File: config.mk
export PLATFORM = sky130hd
export DESIGN_NAME = dr_adder_sequencer
export DESIGN_NICKNAME = d
export VERILOG_FILES = /design/src/rtl/dr_adder_sequencer.sv
export SDC_FILE = /design/constraint.sdc
export NUM_CORES = 1
export LEC_CHECK = 0
export ABC_AREA = 1
export CAP_MARGIN = 40
export CORE_UTILIZATION = 24
export CTS_BUF_LIST = sky130_fd_sc_hd__clkbuf_4 sky130_fd_sc_hd__clkbuf_8 sky130_fd_sc_hd__clkbuf_16
export DETAILED_ROUTE_END_ITERATION = 7
export HOLD_SLACK_MARGIN = 0.02
export PLACE_DENSITY = 0.42
export SYNTH_ARGS = -nofsm -noshare
export SYNTH_HDL_FRONTEND = slang
export SYNTH_SLANG_ARGS = --single-unit
File: constraint.sdc
create_clock -name clk -period 1.9 [get_ports clk]
set_input_delay 0.19 -clock clk [delete_from_list [all_inputs] [get_ports clk]]
set_output_delay 0.19 -clock clk [all_outputs]
set_load 0.01 [all_outputs]
File: src/rtl/dr_adder_sequencer.sv
`timescale 1ns/1ps
// dr_adder_sequencer
//
// Clocked controller for a dual-rail ripple adder built from full_adder_tgl
// cells. Binary operands taken from a synchronous valid/ready stream are
// encoded onto rail pairs. Completion is detected on the synchronised adder
// outputs, and the decoded result is returned on a second valid/ready stream.
// In four-phase mode the return-to-spacer phase is sequenced before the
// result is presented. The block also owns the adder reset and a per-phase
// timeout watchdog.
//
// Parameters:
//   ENC     "TP" two-phase toggle, "FP" four-phase return-to-zero
//   WIDTH   operand width in bits (>= 1)
//   TIMEOUT cycle limit per wait phase (1..65535)
//
// Ports:
//   clk, rst_n            clock, asynchronous active-low reset
//   in_valid/in_ready     operand stream; in_a, in_b, in_cin operands
//   out_valid/out_ready   result stream; out_sum, out_cout, out_err
//   dp_rst                active-high reset to the adder chain
//   dr_a, dr_b, dr_cin    operand rail pairs ([1] true rail, [0] false rail)
//   dr_s, dr_cout         asynchronous result rail pairs from the adder
//
// Handshake: a transfer happens on a rising clk edge where valid and ready
// are both high. The producer holds its payload while valid is high and
// ready is low, and ready never depends combinationally on valid.
//
// Optional feature: DR_SEQ_RESULT_CHECK_EN adds a binary reference sum
// compared against the decoded result. A mismatch raises out_err and bumps
// the saturating internal counter chk_fail_cnt.
module dr_adder_sequencer #(
  parameter ENC = "TP",
  parameter int WIDTH = 4,
  parameter int TIMEOUT = 255
) (
  input  logic               clk,
  input  logic               rst_n,
  input  logic               in_valid,
  output logic               in_ready,
  input  logic [WIDTH-1:0]   in_a,
  input  logic [WIDTH-1:0]   in_b,
  input  logic               in_cin,
  output logic               out_valid,
  input  logic               out_ready,
  output logic [WIDTH-1:0]   out_sum,
  output logic               out_cout,
  output logic               out_err,
  output logic               dp_rst,
  output logic [2*WIDTH-1:0] dr_a,
  output logic [2*WIDTH-1:0] dr_b,
  output logic [1:0]         dr_cin,
  input  logic [2*WIDTH-1:0] dr_s,
  input  logic [1:0]         dr_cout
);

  // Result pairs: WIDTH sum pairs plus the carry-out pair on top.
  localparam int          NP       = WIDTH + 1;
  localparam int          RW       = 2 * NP;
  localparam bit          IS_FP    = (ENC == "FP");
  localparam logic [15:0] TMO_LAST = 16'(TIMEOUT - 1);

  generate
    if (ENC != "TP" && ENC != "FP") begin : g_bad_enc
      $error("dr_adder_sequencer: ENC must be TP or FP");
    end
  endgenerate

  typedef enum logic [2:0] {
    S_IDLE  = 3'd0,
    S_DRIVE = 3'd1,
    S_RTZ   = 3'd2,
    S_HOLD  = 3'd3,
    S_ERR   = 3'd4
  } state_t;

  state_t             state_q, state_d;
  logic [1:0]         rst_cnt_q;
  logic [RW-1:0]      sync1_q, sync2_q;
  logic [RW-1:0]      ref_q, ref_d;
  logic [2*WIDTH-1:0] dr_a_q, dr_a_d, dr_b_q, dr_b_d;
  logic [1:0]         dr_cin_q, dr_cin_d;
  logic [15:0]        tmo_q, tmo_d;
  logic               filt_q, filt_d;
  logic [WIDTH-1:0]   sum_q, sum_d;
  logic               cout_q, cout_d;
  logic               err_q, err_d;
  logic               go_err;

  logic [RW-1:0]      diff;
  logic [NP-1:0]      dec;
  logic               comp_data;
  logic               comp_spacer;

`ifdef DR_SEQ_RESULT_CHECK_EN
  logic [WIDTH:0]     exp_q, exp_d;
  logic [15:0]        chk_fail_cnt, chk_fail_cnt_d;
`endif

  // FP places v on rail[v] from spacer; TP toggles rail[v] of the current
  // level. Both reduce to XOR with the one-hot {v, ~v}.
  function automatic logic [1:0] enc_pair(input logic [1:0] cur, input logic v);
    return IS_FP ? {v, ~v} : (cur ^ {v, ~v});
  endfunction

  // dp_rst is held through the first two edges after release; the block
  // offers in_ready one edge after that so the adder sees a clean spacer.
  always_ff @(posedge clk or negedge rst_n) begin
    if (!rst_n) begin
      rst_cnt_q <= 2'd0;
    end else if (rst_cnt_q != 2'd3) begin
      rst_cnt_q <= rst_cnt_q + 2'd1;
    end
  end

  always_ff @(posedge clk or negedge rst_n) begin
    if (!rst_n) begin
      sync1_q <= '0;
      sync2_q <= '0;
    end else begin
      sync1_q <= {dr_cout, dr_s};
      sync2_q <= sync1_q;
    end
  end

  // In TP a rail that changed since the last completion marks the value, so
  // both completion and decode work on the difference to the reference.
  always_comb begin
    diff      = IS_FP ? sync2_q : (sync2_q ^ ref_q);
    comp_data = 1'b1;
    dec       = '0;
    for (int i = 0; i < NP; i++) begin
      if (!(^diff[2*i +: 2])) comp_data = 1'b0;
      dec[i] = diff[2*i+1];
    end
    comp_spacer = (sync2_q == '0);
  end

  always_comb begin
    state_d  = state_q;
    dr_a_d   = dr_a_q;
    dr_b_d   = dr_b_q;
    dr_cin_d = dr_cin_q;
    ref_d    = ref_q;
    tmo_d    = tmo_q;
    filt_d   = 1'b0;
    sum_d    = sum_q;
    cout_d   = cout_q;
    err_d    = err_q;
    go_err   = 1'b0;
`ifdef DR_SEQ_RESULT_CHECK_EN
    exp_d          = exp_q;
    chk_fail_cnt_d = chk_fail_cnt;
`endif
    case (state_q)
      S_IDLE: begin
        if (in_valid && in_ready) begin
          for (int i = 0; i < WIDTH; i++) begin
            dr_a_d[2*i +: 2] = enc_pair(dr_a_q[2*i +: 2], in_a[i]);
            dr_b_d[2*i +: 2] = enc_pair(dr_b_q[2*i +: 2], in_b[i]);
          end
          dr_cin_d = enc_pair(dr_cin_q, in_cin);
          tmo_d    = '0;
          state_d  = S_DRIVE;
`ifdef DR_SEQ_RESULT_CHECK_EN
          exp_d = {1'b0, in_a} + {1'b0, in_b} + {{WIDTH{1'b0}}, in_cin};
`endif
        end
      end
      S_DRIVE: begin
        // Completion wins over a timeout landing on the same edge.
        if (comp_data && filt_q) begin
          sum_d  = dec[WIDTH-1:0];
          cout_d = dec[WIDTH];
`ifdef DR_SEQ_RESULT_CHECK_EN
          err_d = (dec != exp_q);
          if (dec != exp_q && chk_fail_cnt != 16'hFFFF) begin
            chk_fail_cnt_d = chk_fail_cnt + 16'd1;
          end
`else
          err_d = 1'b0;
`endif
          if (IS_FP) begin
            dr_a_d   = '0;
            dr_b_d   = '0;
            dr_cin_d = '0;
            tmo_d    = '0;
            state_d  = S_RTZ;
          end else begin
            ref_d   = sync2_q;
            state_d = S_HOLD;
          end
        end else if (tmo_q == TMO_LAST) begin
          go_err = 1'b1;
        end else begin
          tmo_d  = tmo_q + 16'd1;
          filt_d = comp_data;
        end
      end
      S_RTZ: begin
        if (comp_spacer && filt_q) begin
          state_d = S_HOLD;
        end else if (tmo_q == TMO_LAST) begin
          go_err = 1'b1;
        end else begin
          tmo_d  = tmo_q + 16'd1;
          filt_d = comp_spacer;
        end
      end
      S_HOLD: begin
        if (out_ready) state_d = S_IDLE;
      end
      S_ERR: begin
        // Track whatever the chain finally settles to so the next TP
        // operation starts from the real rail levels.
        if (!IS_FP) ref_d = sync2_q;
        if (out_ready) state_d = S_IDLE;
      end
      default: state_d = S_IDLE;
    endcase

    if (go_err) begin
      state_d = S_ERR;
      sum_d   = '0;
      cout_d  = 1'b0;
      err_d   = 1'b1;
      if (IS_FP) begin
        dr_a_d   = '0;
        dr_b_d   = '0;
        dr_cin_d = '0;
      end else begin
        ref_d = sync2_q;
      end
    end
  end

  always_ff @(posedge clk or negedge rst_n) begin
    if (!rst_n) begin
      state_q  <= S_IDLE;
      dr_a_q   <= '0;
      dr_b_q   <= '0;
      dr_cin_q <= '0;
      ref_q    <= '0;
      tmo_q    <= '0;
      filt_q   <= 1'b0;
      sum_q    <= '0;
      cout_q   <= 1'b0;
      err_q    <= 1'b0;
    end else begin
      state_q  <= state_d;
      dr_a_q   <= dr_a_d;
      dr_b_q   <= dr_b_d;
      dr_cin_q <= dr_cin_d;
      ref_q    <= ref_d;
      tmo_q    <= tmo_d;
      filt_q   <= filt_d;
      sum_q    <= sum_d;
      cout_q   <= cout_d;
      err_q    <= err_d;
    end
  end

`ifdef DR_SEQ_RESULT_CHECK_EN
  always_ff @(posedge clk or negedge rst_n) begin
    if (!rst_n) begin
      exp_q        <= '0;
      chk_fail_cnt <= '0;
    end else begin
      exp_q        <= exp_d;
      chk_fail_cnt <= chk_fail_cnt_d;
    end
  end
`endif

  assign in_ready  = (state_q == S_IDLE) && (rst_cnt_q == 2'd3);
  assign dp_rst    = ~rst_cnt_q[1];
  assign out_valid = (state_q == S_HOLD) || (state_q == S_ERR);
  assign out_sum   = sum_q;
  assign out_cout  = cout_q;
  assign out_err   = err_q;
  assign dr_a      = dr_a_q;
  assign dr_b      = dr_b_q;
  assign dr_cin    = dr_cin_q;

endmodule

==> results_dict.tcl <==
set metrics [dict create \
    status "completed" \
    ys_types 31 \
    antennaDiodeCount 0 \
    clk_pin_slew_ns 0.06 \
    postRouteAntennaNets 0 \
    vias 2845 \
    slew_headroom_pct 69.4 \
    crit_fanout 5 \
    cts_tree "built" \
    finalWorstPathRequiredPeriod_ns 1.76 \
    globalplace.congestion 0.762 \
    pin_count 50 \
    numPortBuffers 49 \
    syn_to_final_growth_pct 34.0 \
    ys_ff_latch 76 \
    drive_above_1_share_pct 14.6 \
    rr_endpoint "state_q[1]" \
    netlist_area_um2 3640 \
    synth_area_leader_cell "dfrtp_1" \
    cts_buffers 9 \
    hold_slack_ns 0.279 \
    coreArea_um2 14700 \
    finalSetupViolCount 0 \
    power.density_nw_per_um2 1400 \
    p_leak_nw 2.30 \
    fin_area_um2 4880 \
    dp_slack_ns 0.0506 \
    critPathBufInv 2 \
    cap_violations 0 \
    synthTopCellsByCount "138 x nand2_1, 76 x dfrtp_1, 39 x nor2_1, 37 x inv_1, 22 x xor2_1" \
    dieArea_um2 15700 \
    tns_ns 0 \
    synthArstFlopShare_pct 100 \
    crit_top_cell "nand2_1" \
    tightest_slew_ns 0.456 \
    fin_util_pct 33.2 \
    initial_core_util_pct 24.8 \
    wl_per_cell_um 12.1 \
    grt_pass1_wl_mm 14.3 \
    crit_type "reg -> reg" \
    r2r_slack_ns 0.14 \
    layout.cells.non_filler 684 \
    crit_path_cell_trace "inv_1, nand2_1, nor3_1, buf_4, nand3_1, nand2_1, o211a_1, nand2_1, nand3_1, o21ai_0" \
    min-delay-start "dr_s[1]" \
    dp_hpwl_mm 5.67 \
    cp_slowest_stage_delay_ns 0.40 \
    drc 0 \
    cp.depth 10 \
    cp_slowest_cell "dfrtp_1" \
    grt_remaining_overflow 0 \
    clk_path_buf_depth 2 \
    antenna_found_initial 0 \
    setup_slack_ns 0.140 \
    yosys_warnings 0 \
    via_per_inst 4.16 \
    synth_edf_count 0 \
    synth_nets 447 \
    h-tree-depth 3 \
    yosys-top-cells-area "dfrtp_1 52%, nand2_1 14%, xor2_1 5.3%" \
    crit_arrival_ns 1.98 \
    hold_path.class "in -> reg" \
    clock_latency_ns 0.34 \
    slew_viol_final 0 \
    finalHoldViolations 0 \
    cts_sinks 76 \
    grt_util_all_layers_pct 11.6 \
    syn_area_per_cell_um2 8.65 \
    rows 44 \
    timing.rr.start "sync2_q[8]" \
    critPathCaptureType "register" \
    die_h_um 125 \
    numPlacedInstances 663 \
    die_w_um 125 \
    grt_max_degree 54 \
    placed_area_um2 4470 \
    rr_worst_depth 10 \
    grt_pass1_vias 2846 \
    peakVddDrop_v 0.000688 \
    synth_top_flop_cell "dfrtp_1" \
    fin_worst_skew_ns 0.00459 \
    fin_nets 521 \
    root_buffer "clkbuf_16" \
    fmax_mhz 568 \
    synthCells 421 \
    postRouteWirelength_mm 8.27 \
    cp_data_required_time_ns 2.12 \
    netlist.area_leader.share_pct 52.2 \
    drtIter0Drc 132 \
    rsz0062_at_grt "yes" \
    yosysMostFrequentCell "nand2_1" \
    fin_crit_sh_pct 92.6 \
    worstSetupStartpointType "register" \
    first_pass_iters 6 \
    total_power_mw 6.84 \
    hold-path-cell-count 1 \
    ys_seq_area_share_pct 52.2 \
    whs_endpoint "sync1_q[1]" \
    path_delay_family "simple AND/OR/NAND/NOR gates" \
]
==> placed cells by master, fill, tap and decap left out, drive strengths merged, types with 3 or more instances in the layout <==
cell type and count:
buf 19, nor2 42, o21ai 26, clkbuf 10, nand4 7, inv 42, nand2 145, nand3 18
ha 3, a21oi 3, clkdlybuf4s50 46, xor2 22, clkinv 4, dfrtp 76, xnor2 19, nor3 7
==> power breakdown <==
part / switching, mW / internal (mW)
Clock: 0.684 / 1.18
Sequential: 0.303 / 2.01
Combinational: 1.45 / 1.21
==> layout make-up <==
type	count	area (um^2)
inverters	42	160
multi-input cells	298	1600
fillers	1529	9820
clock buffers	10	239
flip-flops and latches	76	1900
well taps	184	230
repair buffers	68	668
clock inverters	6	87.6
==> logic make-up (layout without fill, tap and decap cells) <==
kind of cell | after synthesis | count (layout) | synth area share, %
buf+inv | 50 | 126 | 5.80
simple gates | 218 | 221 | 25.3
fa+ha+maj | 3 | 3 | 1.03
xor+xnor | 41 | 41 | 9.86
flops | 76 | 76 | 52.2
compound gates | 33 | 33 | 5.84
==> sequential cells by signal (all words and copies together), names as in the netlist, 3 cells and up <==
| name | count |
|---|---|
| state_q | 3 |
| sync2_q | 10 |
| tmo_q | 16 |
| ref_q | 10 |
| dr_b | 8 |
| dr_a | 8 |
| sync1_q | 10 |
| out_sum | 4 |
==> worst max-delay path by stage <==
stage / startpoint / end
after floorplan: tmo_q[10] / ref_q[2]
after global placement: sync2_q[3] / state_q[0]
after detailed placement: sync2_q[3] / out_sum[1]
after CTS: sync2_q[3] / out_sum[1]
after global routing: sync2_q[5] / ref_q[2]
final: sync2_q[8] / state_q[1]
==> metal layers <==
| metal | track usage, % | vias up | wire [um] |
|---|---|---|---|
| met2 | 18.8 | 37 | 3870 |
| li1 | - | 1462 | - |
| met4 | 4.95 | 0 | 143 |
| met5 | 0 | - | 0 |
| met3 | 3.98 | 8 | 314 |
| met1 | 14.1 | 1338 | 3940 |
==> timing repair <==
item | CTS | global route
endpoints found under the setup margin | 2 | 36
gates resized for setup | 2 | 11
gates cloned | 0 | 3
pin swaps | 0 | 4
hold endpoints to repair | 23 | 0
buffers inserted | 0 | 1
hold buffers | 1 | 0
(Power assumes the default switching activity.)
